## config.mk

```make
export PLATFORM = sky130hd
export DESIGN_NAME = serial_parity_mux
export DESIGN_NICKNAME = d
export VERILOG_FILES = /design/src/rtl/serial_parity_pkg.sv /design/src/rtl/mux2to1.sv /design/src/rtl/mux_xor_cell.sv /design/src/rtl/serial_parity_mux.sv
export SDC_FILE = /design/constraint.sdc
export NUM_CORES = 1
export LEC_CHECK = 0
export BUFFER_PORTS_ARGS = -buffer_cell sky130_fd_sc_hd__clkbuf_2
export CAP_MARGIN = 0
export CORE_AREA = 2 2 39 41
export DETAILED_ROUTE_END_ITERATION = 7
export DIE_AREA = 0 0 41 43
export PLACE_DENSITY = 0.6
export RECOVER_POWER = 50
export SYNTH_ARGS = -nofsm -noshare
export SYNTH_HDL_FRONTEND = slang
export SYNTH_HIERARCHICAL = 1
export SYNTH_SLANG_ARGS = --single-unit
```

## constraint.sdc

```tcl
create_clock -name clk -period 2.2 [get_ports clk]
set_input_delay 0.55 -clock clk [delete_from_list [all_inputs] [get_ports clk]]
set_output_delay 0.55 -clock clk [all_outputs]
set_load 0.01 [all_outputs]
```

## src/rtl/serial_parity_pkg.sv

```systemverilog
// Shared types and helpers for the serial parity block.
// The CHECK state exists only when PARITY_CHECK_EN is defined.
package serial_parity_pkg;

  localparam int unsigned DEFAULT_FRAME_LEN = 8;

  typedef enum logic [1:0] {
    ST_ACCUM = 2'd0,
    ST_HOLD  = 2'd1
`ifdef PARITY_CHECK_EN
    ,
    ST_CHECK = 2'd2
`endif
  } state_t;

  // Bit count counter width: max(1, clog2(n)).
  function automatic int unsigned cnt_width(input int unsigned n);
    if (n <= 32'd1) return 32'd1;
    return 32'($clog2(n));
  endfunction

endpackage

```

## src/rtl/mux2to1.sv

```systemverilog
// Single-bit 2:1 multiplexer primitive; d1 is selected when sel is high.
module mux2to1 (
  input  logic sel,
  input  logic d0,
  input  logic d1,
  output logic y
);

  assign y = sel ? d1 : d0;

endmodule

```

## src/rtl/mux_xor_cell.sv

```systemverilog
// Two-input XOR assembled purely from mux2to1 primitives.
module mux_xor_cell (
  input  logic a,
  input  logic b,
  output logic y
);

  logic a_n;

  // Inverter: select constant 0 when a is high, constant 1 otherwise.
  mux2to1 u_inv (
    .sel (a),
    .d0  (1'b1),
    .d1  (1'b0),
    .y   (a_n)
  );

  mux2to1 u_sel (
    .sel (b),
    .d0  (a),
    .d1  (a_n),
    .y   (y)
  );

endmodule

```

## src/rtl/serial_parity_mux.sv

```systemverilog
// Serial parity accumulator with valid/ready handshakes on both sides.
// Define PARITY_CHECK_EN to add a trailing check bit per frame and a mismatch flag on out_err.
module serial_parity_mux
  import serial_parity_pkg::*;
#(
  parameter int unsigned FRAME_LEN = DEFAULT_FRAME_LEN,
  parameter bit          ODD       = 1'b0
) (
  input  logic clk,
  input  logic rst_n,
  input  logic frame_clr,
  input  logic in_valid,
  output logic in_ready,
  input  logic in_bit,
  output logic out_valid,
  input  logic out_ready,
  output logic out_parity,
  output logic out_err
);

  localparam int unsigned      CNT_W    = cnt_width(FRAME_LEN);
  localparam logic [CNT_W-1:0] CNT_LAST = CNT_W'(FRAME_LEN - 1);

  state_t           state;
  state_t           state_nxt;
  logic [CNT_W-1:0] cnt;
  logic [CNT_W-1:0] cnt_nxt;
  logic             acc;
  logic             acc_upd;
  logic             acc_nxt;
  logic             xor_y;
  logic             acc_en;
  logic             acc_clr;
  logic             in_fire;
  logic             out_fire;

  assign in_fire  = in_valid & in_ready;
  assign out_fire = out_valid & out_ready;

  // Parity datapath: xor cell, enable mux, then clear-to-seed mux.
  mux_xor_cell u_xor (
    .a (acc),
    .b (in_bit),
    .y (xor_y)
  );

  mux2to1 u_en_mux (
    .sel (acc_en),
    .d0  (acc),
    .d1  (xor_y),
    .y   (acc_upd)
  );

  mux2to1 u_clr_mux (
    .sel (acc_clr),
    .d0  (acc_upd),
    .d1  (ODD),
    .y   (acc_nxt)
  );

`ifdef PARITY_CHECK_EN
  logic err;
  logic err_nxt;
`endif

  // Next-state and datapath control.
  always_comb begin
    state_nxt = state;
    cnt_nxt   = cnt;
    acc_en    = 1'b0;
    acc_clr   = 1'b0;
`ifdef PARITY_CHECK_EN
    err_nxt   = err;
`endif
    if (frame_clr) begin
      state_nxt = ST_ACCUM;
      cnt_nxt   = '0;
      acc_clr   = 1'b1;
`ifdef PARITY_CHECK_EN
      err_nxt   = 1'b0;
`endif
    end else begin
      case (state)
        ST_ACCUM: begin
          if (in_fire) begin
            acc_en = 1'b1;
            if (cnt == CNT_LAST) begin
              cnt_nxt = '0;
`ifdef PARITY_CHECK_EN
              state_nxt = ST_CHECK;
`else
              state_nxt = ST_HOLD;
`endif
            end else begin
              cnt_nxt = cnt + CNT_W'(1);
            end
          end
        end
`ifdef PARITY_CHECK_EN
        ST_CHECK: begin
          if (in_fire) begin
            err_nxt   = (in_bit != acc);
            state_nxt = ST_HOLD;
          end
        end
`endif
        ST_HOLD: begin
          if (out_fire) begin
            state_nxt = ST_ACCUM;
            cnt_nxt   = '0;
            acc_clr   = 1'b1;
`ifdef PARITY_CHECK_EN
            err_nxt   = 1'b0;
`endif
          end
        end
        default: begin
          state_nxt = ST_ACCUM;
          cnt_nxt   = '0;
          acc_clr   = 1'b1;
        end
      endcase
    end
  end

  // State register; handshake flags are decoded from the next state so they are flops.
  always_ff @(posedge clk or negedge rst_n) begin
    if (!rst_n) begin
      state     <= ST_ACCUM;
      cnt       <= '0;
      acc       <= ODD;
      in_ready  <= 1'b1;
      out_valid <= 1'b0;
    end else begin
      state     <= state_nxt;
      cnt       <= cnt_nxt;
      acc       <= acc_nxt;
      in_ready  <= (state_nxt != ST_HOLD);
      out_valid <= (state_nxt == ST_HOLD);
    end
  end

  assign out_parity = acc;

`ifdef PARITY_CHECK_EN
  always_ff @(posedge clk or negedge rst_n) begin
    if (!rst_n) begin
      err <= 1'b0;
    end else begin
      err <= err_nxt;
    end
  end

  assign out_err = err;
`else
  assign out_err = 1'b0;
`endif

endmodule

```

==> summary.txt, run 1 <==
Outcome
  • Status: finished clean

Placed design
  • Placer congestion estimate: 0.755
  • Port bufs: 8
  • Cell count after placement: 66
  • Dpl cell area: 523 sq um
  • Detailed Place HPWL: about 560 um

STA
  • Hold_ws: 0.194 ns
  • RSZ-0062 raised after global routing: no
  • Crit share post-route: 74.9%
  • Final setup TNS: 0 ns
  • Slew HR: around 53%
  • Slew of the pin with the lowest slew margin: between 0.7 and 0.8 ns
  • Post-route minimum period: 1.65 ns
  • Hold Fails Final Rpt: 0
  • Fmax: 607 MHz
  • Pins Over Slew Limit: 0
  • Final Setup Violations: 0
  • Post-route clock skew: 0.0122 ns

Logic synthesis
  • Post-Synth XOR/XNOR Area: 0%
  • Largest family of logic cells by synthesized area: simple AND/OR/NAND/NOR gates
  • Synth cell types: 20
  • Flops & latches, synth: 8
  • Avg Cell Area, Syn: 11.3 sq um
  • Post-Synth Simple-Gate Area: between 10% and 20%
  • Cells after synthesis: 41
  • Synth warn: 6
  • Post-synthesis sequential area ratio: 43.5%
  • Synth Area in Adders: 5.41%
  • Multiplexer share of the synthesized area: 15.1%
  • Compound-gate portion of the synthesized area: 12.7%
  • Synthesized area: around 460 sq um

Setup path
  • Worst EP required: 2.34 ns
  • Slowest stage cell, crit path: mux2_4
  • Reg-to-Reg Start: state[1]$_DFF_PN0_
  • Internal reg-to-reg setup slack: 0.55 ns
  • Worst R2R Path Depth: 4
  • Crit path launch type: primary input
  • Crit Path Max Fanout: 4
  • CP dominant cell by count: mux2_4
  • Reg-to-reg critical path endpoint: out_parity$_DFF_PN0_
  • Crit path largest cell delay: between 0.3 and 0.4 ns
  • Cell Chain, Critical Path: clkbuf_2 > or2_2 > nor3_1 > mux2_4 > mux2_4
  • CP Capture Type: register
  • CP arrival: 1.79 ns
  • Crit path kind: in -> reg

Cells and area
  • Antenna diode count: 0
  • # fillers: 143
  • Post-Layout Cell Count: 70
  • Share of cells above drive strength 1: 31.5%
  • Nets: 63
  • Post-Layout Inst Area: approximately 540 sq um
  • Syn-to-layout area delta: 15.9%

Clock network
  • Clock Sink Count: 8
  • Number of H-tree levels: 1
  • CTS max path bufs: 2
  • Clock-pin slew on the worst setup and hold paths: around 0.06 ns
  • Post-CTS sizing: 0
  • Number of setup buffers added after CTS: 0
  • Cts bufs inserted: 3
  • Latest clock arrival within the worst-skew pair: ~0.25 ns
  • CTS tree: yes
  • Root Buffer: clkbuf_4
  • CTS Hold Bufs: 0

GRT
  • Remaining Overflow, GRT: 0
  • Largest net degree at the start of global routing: 10
  • Initial antenna violation count: 0
  • All-Layer GR Usage: 12.3%
  • First-pass GRT wire length: 1.45 mm
  • Vias in the first global route: ~350

Floorplanning
  • Total core area: 0.00138 sq mm
  • IO Count: 10
  • Die Area: between 0.0015 and 0.002 sq mm
  • Die Span Y: 43 um
  • Row count: 14
  • Die width: 41 um
  • Starting Density: 33.5%

Routing
  • Total number of vias: approximately 340
  • Post-Route WL: approximately 750 um
  • First-pass DRT Iterations: 2
  • Routed wire length per instance: 10.8 um
  • Initial DRC Count: 1
  • Vias per cell: ~4.8
  • # DRC: 0
  • ANT nets after route: 0

Power and ir drop
  • Power Density: about 570 mW/mm^2
  • Maximum vdd drop: between 0.0004 and 0.0005 V
  • Leakage power: 0.256 nW
  • Power, Total: just over 0.0003 W

Job
  • MaxCap Viol Count: 0

Hold path
  • Hold WC Path Type: in -> async
layout by cell type, fill, tap and decap left out:
cell,Yosys,final
clkbuf_1,0,2
dfrtp_1,7,7
o21a_1,2,2
a21boi_0,0,1
a31oi_1,2,2
conb_1,3,5
nor3_1,1,1
nand3_1,2,2
dfstp_2,1,1
o31ai_1,1,1
mux2_4,4,4
nand3b_1,2,2
nand2_1,4,4
o21ai_0,1,1
mux2i_1,1,1
ha_1,2,2
nor3b_2,1,1
nand4b_1,2,2
clkbuf_2,0,7
nor2_1,2,2
clkbuf_4,0,3
or2_2,1,1
final cells by class:
cell class	instances	area [sq um]	share of cell area, %
Clock buffer	4	26.3	4.90
Multi-Input combinational cell	34	250	46.6
Sequential cell	8	201	37.5
Tap cell	16	20.0	3.73
Timing Repair Buffer	8	38.8	7.23
how the worst max path moves through the flow:
stage	startpoint	end	slack [ns]
CTS	state[1]$_DFF_PN0_	out_parity$_DFF_PN0_	0.55
global route	in_ready$_DFF_PN1_	out_parity$_DFF_PN0_	0.50
global placement	frame_clr	out_parity$_DFF_PN0_	0.28
finish	frame_clr	out_parity$_DFF_PN0_	0.55
detailed placement	frame_clr	out_parity$_DFF_PN0_	0.29
floorplan	frame_clr	out_parity$_DFF_PN0_	0.44
kinds of logic (layout without fill, tap and decap cells):
| kind of cell | count (synthesis) | in the layout |
|---|---|---|
| buf+inv | 1 | 12 |
| flops | 8 | 8 |
| fa+ha+maj | 2 | 2 |
| simple gates | 15 | 15 |
| other cells | 3 | 5 |
| mux | 5 | 5 |
| compound gates | 7 | 7 |
synth_stat cells:
master    instances  share of area, %
nand4b_1          2               3.8
nand3_1           2               2.2
ha_1              2               5.4
conb_1            3               2.4
buf_4             1               1.6
or2_2             1               1.4
a31oi_1           2               2.7
o21ai_0           1               1.1
o31ai_1           1               1.6
dfrtp_1           7                38
nor2_1            2               1.6
nor3b_2           1               2.7
mux2i_1           1               2.2
nand3b_1          2               3.2
nor3_1            1               1.1
mux2_4            4                13
dfstp_2           1               5.7
nand2_1           4               3.2
o21a_1            2               3.2
a21boi_4          1               4.1
per-stage QoR:
stage | utilization (%) | worst slack [ns]
5_1_grt | 38.8 | 0.504
3_3_place_gp | 37.8 | 0.283
3_5_place_dp | 37.8 | 0.287
4_1_cts | 39.7 | 0.548
2_1_floorplan | - | 0.445
6_report | 38.8 | 0.552
where the power goes:
group          switching (W)   total, W  internal [W]  leakage [nW]
combinational      0.0000160  0.0000354     0.0000194         0.138
sequential        0.00000346   0.000155      0.000151         0.103
clock              0.0000489   0.000118     0.0000693        0.0150
total              0.0000683   0.000308      0.000240         0.256
per-layer routing:
metal	share of wire (%)	vias up	GRT usage (%)
li1	-	168	-
met2	47	7	16.3
met5	0	-	0
met3	4.5	2	6.28
met1	48	158	16.9
met4	0.80	0	4.00
critical path: cells and delay by family:
family | cells | cell delay, ns
buffers and inverters | 1 | 0.08
and+or+nand+nor | 2 | 0.57
muxes | 2 | 0.59
flip-flops by register name, indices dropped and copies added (netlist names):
name,count
cnt,3
in_ready,1
out_parity,1
out_valid,1
state,2
Power figures use the tool's default switching activity.
==> run 2, diff against run 1 <==
==> constraint.sdc (replaced) <==
create_clock -name clk -period 1.7 [get_ports clk]
set_input_delay 0.425 -clock clk [delete_from_list [all_inputs] [get_ports clk]]
set_output_delay 0.425 -clock clk [all_outputs]
set_load 0.01 [all_outputs]
==> run 2 against run 1 <==
Compared with the run above:
- clock-buffer cell count did not move
- core utilization grew 1.6 points
- die area is the same
- worst setup slack lost 0.47 ns
- critical path type is now reg -> reg
- cell count is 4.3% higher
- first-iteration DRC count rose to 4.0 times the previous value
- via count up 6.0%
- total power rose by 35%
- non-clock buffer count is 3 higher
- cell area up 4.2%
- routed wire length up 16%
- clock power grew 39%
==> summary.txt, run 2 (synthesis gave the netlist of run 1 again) <==
Outcome
  • Status: finished clean

Routing
  • Initial DRC Count: 4
  • # DRC: 0
  • ANT nets after route: 0
  • Post-Route WL: 877 um
  • First-pass DRT Iterations: 4
  • Total number of vias: 355
  • Routed wire length per instance: ~12 um
  • Vias per cell: 4.86

Power and ir drop
  • Comb pwr share: 12.1%
  • Power, Total: 0.000415 W
  • Internal power: 0.000314 W
  • Leakage power: between 0.2 and 0.3 nW
  • Sequential share of power: 48.3%
  • Power Density: approximately 740 mW/mm^2
  • Net Sw Frac: 24.3%
  • Clock power frac: 39.6%
  • NetSw: 0.000101 W
  • Maximum vdd drop: between 0.0004 and 0.0005 V

Clock network
  • Clock-pin slew on the worst setup and hold paths: around 0.06 ns
  • Clock Sink Count: 8
  • Post-CTS sizing: 0
  • Root Buffer: clkbuf_4
  • CTS Hold Bufs: 0
  • Number of setup buffers added after CTS: 0
  • Number of H-tree levels: 1
  • Cts bufs inserted: 3
  • CTS tree: yes
  • CTS max path bufs: 2
  • Latest clock arrival within the worst-skew pair: between 0.2 and 0.3 ns

Job
  • MaxCap Viol Count: 0

Setup path
  • Worst R2R Path Depth: 4
  • Worst EP required: 1.85 ns
  • CP arrival: 1.77 ns
  • Buf+Inv Stages, Crit Path: 0
  • Slowest stage cell, crit path: dfrtp_1
  • CP Capture Type: register
  • Worst path top cell family by delay: multiplexers
  • Worst path depth: 4
  • Crit Path Max Fanout: 2
  • Crit path largest cell delay: around 0.37 ns
  • Crit path kind: reg -> reg
  • Cell Chain, Critical Path: or2_2 > nor3_1 > mux2_4 > mux2_4
  • Crit path launch type: register
  • CP dominant cell by count: mux2_4

Floorplanning
  • Die width: 41 um
  • Die Span Y: 43 um
  • Row count: 14
  • IO Count: 10
  • Starting Density: 33.5%
  • Total core area: 0.00138 sq mm
  • Die Area: 0.00176 sq mm

Cells and area
  • Max reg flops: 3
  • Nets: 66
  • Biggest register: cnt
  • Antenna diode count: 0
  • Top Registers: cnt (3), state (2)
  • Syn-to-layout area delta: 20.8%
  • Most frequent cells in the layout: dfrtp_1 (7), clkbuf_2 (7), conb_1 (5), nand2_1 (4), mux2_4 (4)
  • Share of cells above drive strength 1: 35.1%

STA
  • Post-route clock skew: 0.000181 ns
  • Hold Fails Final Rpt: 0
  • Post-route minimum period: 1.62 ns
  • Final setup TNS: 0 ns
  • Slew HR: 66.6%
  • Slew of the pin with the lowest slew margin: 0.500 ns
  • RSZ-0062 raised after global routing: no
  • Crit share post-route: 95.5%
  • Fmax: slightly above 600 MHz
  • Pins Over Slew Limit: 0
  • Final Setup Violations: 0

Placed design
  • Detailed Place HPWL: 637 um
  • Port bufs: 8
  • Placer congestion estimate: 0.800

GRT
  • Vias in the first global route: between 300 and 400
  • Largest net degree at the start of global routing: 9
  • First-pass GRT wire length: 1.48 mm
  • All-Layer GR Usage: 13.2%
  • Initial antenna violation count: 0
  • Remaining Overflow, GRT: 0

Hold path
  • Hold WC Path Type: in -> async
run 2: worst paths after layout:
check,from,to,slack [ns]
max,state[1]$_DFF_PN0_,out_parity$_DFF_PN0_,0.08
min,rst_n,cnt[2]$_DFFE_PN0P_,0.07
max reg2reg,state[1]$_DFF_PN0_,out_parity$_DFF_PN0_,0.08
min reg2reg,state[1]$_DFF_PN0_,in_ready$_DFF_PN1_,0.56
max in group asynchronous,rst_n,in_ready$_DFF_PN1_,1.29
min in group clk,frame_clr,in_ready$_DFF_PN1_,0.46
run 2: power groups by stage:
| stage | sequential (W) | combinational [W] | clock, W |
|---|---|---|---|
| after floorplan | 0.000204 | 0.0000312 | 0 |
| after global routing | 0.000201 | 0.0000550 | 0.000177 |
| after CTS | 0.000200 | 0.0000514 | 0.000168 |
| after global placement | 0.000203 | 0.0000506 | 0 |
| final | 0.000200 | 0.0000502 | 0.000164 |
| after detailed placement | 0.000204 | 0.0000511 | 0 |
run 2: through the flow:
stage / cells / util (%) / area [sq um] / worst slack, ns / hold WS (ns)
6_report: 73 / 40.4 / 559 / 0.0772 / 0.0734
5_1_grt: 73 / 40.4 / 559 / 0.0435 / 0.0987
4_1_cts: 73 / 41.3 / 572 / 0.0746 / 0.00720
3_5_place_dp: 69 / 39.4 / 546 / -0.0567 / 0.287
3_3_place_gp: 69 / 39.4 / 546 / -0.0163 / 0.286
2_1_floorplan: 43 / - / 470 / 0.0698 / 0.129
run 2: layout make-up:
type / count / area, sq um
repair buffers: 11 / 61.3
well taps: 16 / 20.0
fillers: 146 / 825
clock buffers: 4 / 26.3
multi-input cells: 34 / 250
flip-flops and latches: 8 / 201
run 2: layer usage:
layer	track usage [%]	wire [um]	vias to the layer above	share of wire, %
li1	-	-	173	-
met1	15.8	410	171	47
met2	18.1	422	9	48
met3	4.71	28	2	3.2
met4	10.0	14	0	1.6
met5	0	0	-	0
==> run 3, diff against run 2 <==
--- a/config.mk
+++ b/config.mk
@@ -5,7 +5,7 @@
 export SDC_FILE = /design/constraint.sdc
 export NUM_CORES = 1
 export LEC_CHECK = 0
-export BUFFER_PORTS_ARGS = -buffer_cell sky130_fd_sc_hd__clkbuf_2
+export BUFFER_PORTS_ARGS = -buffer_cell sky130_fd_sc_hd__buf_2
 export CAP_MARGIN = 0
 export CORE_AREA = 2 2 39 41
 export DETAILED_ROUTE_END_ITERATION = 7
==> run 3 against run 2 <==
Compared with the run above:
- sequential cell count unchanged
- global-route usage fell by 1.0 points
- combinational power up 4%
- clock power is 3% higher
- critical endpoint unchanged
- largest cell class unchanged
==> summary.txt, run 3 (synthesis gave the netlist of run 1 again) <==
Routing
  • Vias per cell: 4.86
  • ANT nets after route: 0
  • Routed wire length per instance: approximately 12 um
  • Total number of vias: 360
  • Post-Route WL: 861 um
  • # DRC: 0
  • First-pass DRT Iterations: 4
  • Initial DRC Count: 1

Setup path
  • CP Capture Type: register
  • Worst EP required: 1.86 ns
  • Reg-to-Reg Start: state[1]$_DFF_PN0_
  • CP arrival: 1.78 ns
  • Crit Path Max Fanout: 2
  • Reg-to-reg critical path endpoint: out_parity$_DFF_PN0_
  • Internal reg-to-reg setup slack: around 0.076 ns
  • Crit path kind: reg -> reg
  • Worst R2R Path Depth: 4
  • Crit path launch type: register

Clock network
  • Latest clock arrival within the worst-skew pair: 0.27 ns
  • Clock Sink Count: 8
  • Post-CTS sizing: 0
  • CTS tree: yes
  • CTS max path bufs: 2
  • Clock-pin slew on the worst setup and hold paths: 0.06 ns
  • Number of setup buffers added after CTS: 0
  • Root Buffer: clkbuf_4
  • Number of H-tree levels: 1
  • Cts bufs inserted: 3

Cells and area
  • Max reg flops: 3
  • Post-Layout Inst Area: just under 600 sq um
  • Syn-to-layout area delta: 25.4%
  • Share of cells above drive strength 1: a little over a third
  • Antenna diode count: 0
  • Biggest register: cnt
  • Most frequent cells in the layout: dfrtp_1 (7), buf_2 (7), conb_1 (5), nand2_1 (4), mux2_4 (4)
  • Top Registers: cnt (3), state (2)
  • Nets: 67
  • Multi-input gate area: 262 sq um
  • # fillers: 150
  • Sequential Area: 201 sq um

STA
  • RSZ-0062 raised after global routing: no
  • Final setup TNS: 0 ns
  • Post-route minimum period: 1.62 ns
  • Final Setup Violations: 0
  • Hold Fails Final Rpt: 0
  • Crit share post-route: 95.5%
  • Post-route clock skew: roughly 0.002 ns
  • Hold_ws: 0.445 ns
  • Final worst-path setup slack: 0.0760 ns
  • Pins Over Slew Limit: 0
  • Fmax: 616 MHz

GRT
  • Largest net degree at the start of global routing: 9
  • Remaining Overflow, GRT: 0
  • Vias in the first global route: 330
  • First-pass GRT wire length: 1.35 mm
  • Initial antenna violation count: 0
  • All-Layer GR Usage: roughly 12%

Placed design
  • Worst slack at placement: -0.0618 ns
  • Detailed Place HPWL: 632 um
  • Port bufs: 8
  • Placer congestion estimate: 0.794
  • Dpl cell area: 546 sq um

Floorplanning
  • Die width: 41 um
  • Die Area: 0.00176 sq mm
  • Total core area: 0.00138 sq mm
  • IO Count: 10
  • Row count: 14
  • Starting Density: 33.5%
  • Die Span Y: between 40 and 50 um

Hold path
  • Hold endpoint: in_ready$_DFF_PN1_
  • Hold depth: 3
  • Hold WC Path Type: in -> reg
  • Min-delay src: frame_clr

Job
  • MaxCap Viol Count: 0

Outcome
  • Status: finished clean

Power and ir drop
  • Power Density: just over 700 mW/mm^2
  • Power, Total: 0.000421 W
  • Leakage power: 0.275 nW
  • Maximum vdd drop: 0.000377 V
[run 3: worst max-delay path by stage]
stage	startpoint	end	slack, ns	depth (start not counted)
floorplan	frame_clr	out_parity$_DFF_PN0_	0.07	4
global placement	frame_clr	out_parity$_DFF_PN0_	-0.02	5
detailed placement	frame_clr	out_parity$_DFF_PN0_	-0.06	5
CTS	state[1]$_DFF_PN0_	out_parity$_DFF_PN0_	0.09	4
global route	state[1]$_DFF_PN0_	out_parity$_DFF_PN0_	0.003	4
finish	state[1]$_DFF_PN0_	out_parity$_DFF_PN0_	0.08	4
[run 3: per-layer routing]
layer	global-route usage, %	up-vias	part of all wire, %
met5	0	-	0
met2	15.6	10	41
met1	15.2	171	49
met4	10.0	0	4.6
met3	4.71	5	5.3
li1	-	174	-
[run 3: repair_timing]
item	in CTS	in global routing
setup endpoints to repair	0	0
hold endpoints to repair	7	0
hold buffers	1	0
[run 3: final cells by class]
class | count | share of cell area (%)
multi-input cells | 34 | 45.0
flip-flops and latches | 8 | 34.7
repair buffers | 12 | 12.3
clock buffers | 4 | 4.53
well taps | 16 | 3.45
[run 3: stage by stage]
step | util [%] | instances
final | 42.0 | 74
after global routing | 42.0 | 74
after CTS | 42.0 | 74
after detailed placement | 39.4 | 69
after global placement | 39.4 | 69
after floorplan | - | 43
[run 3: critical path, stage by stage (launching register included)]
cell     delay (ns)
dfrtp_1        0.37
or2_2          0.31
nor3_1         0.25
mux2_4         0.32
mux2_4         0.26
[run 3: where the power goes]
group          switching, W  total [W]  internal (W)
logic             0.0000226  0.0000521     0.0000295
registers        0.00000468   0.000200      0.000195
clock network     0.0000781   0.000169     0.0000907
total              0.000105   0.000421      0.000316
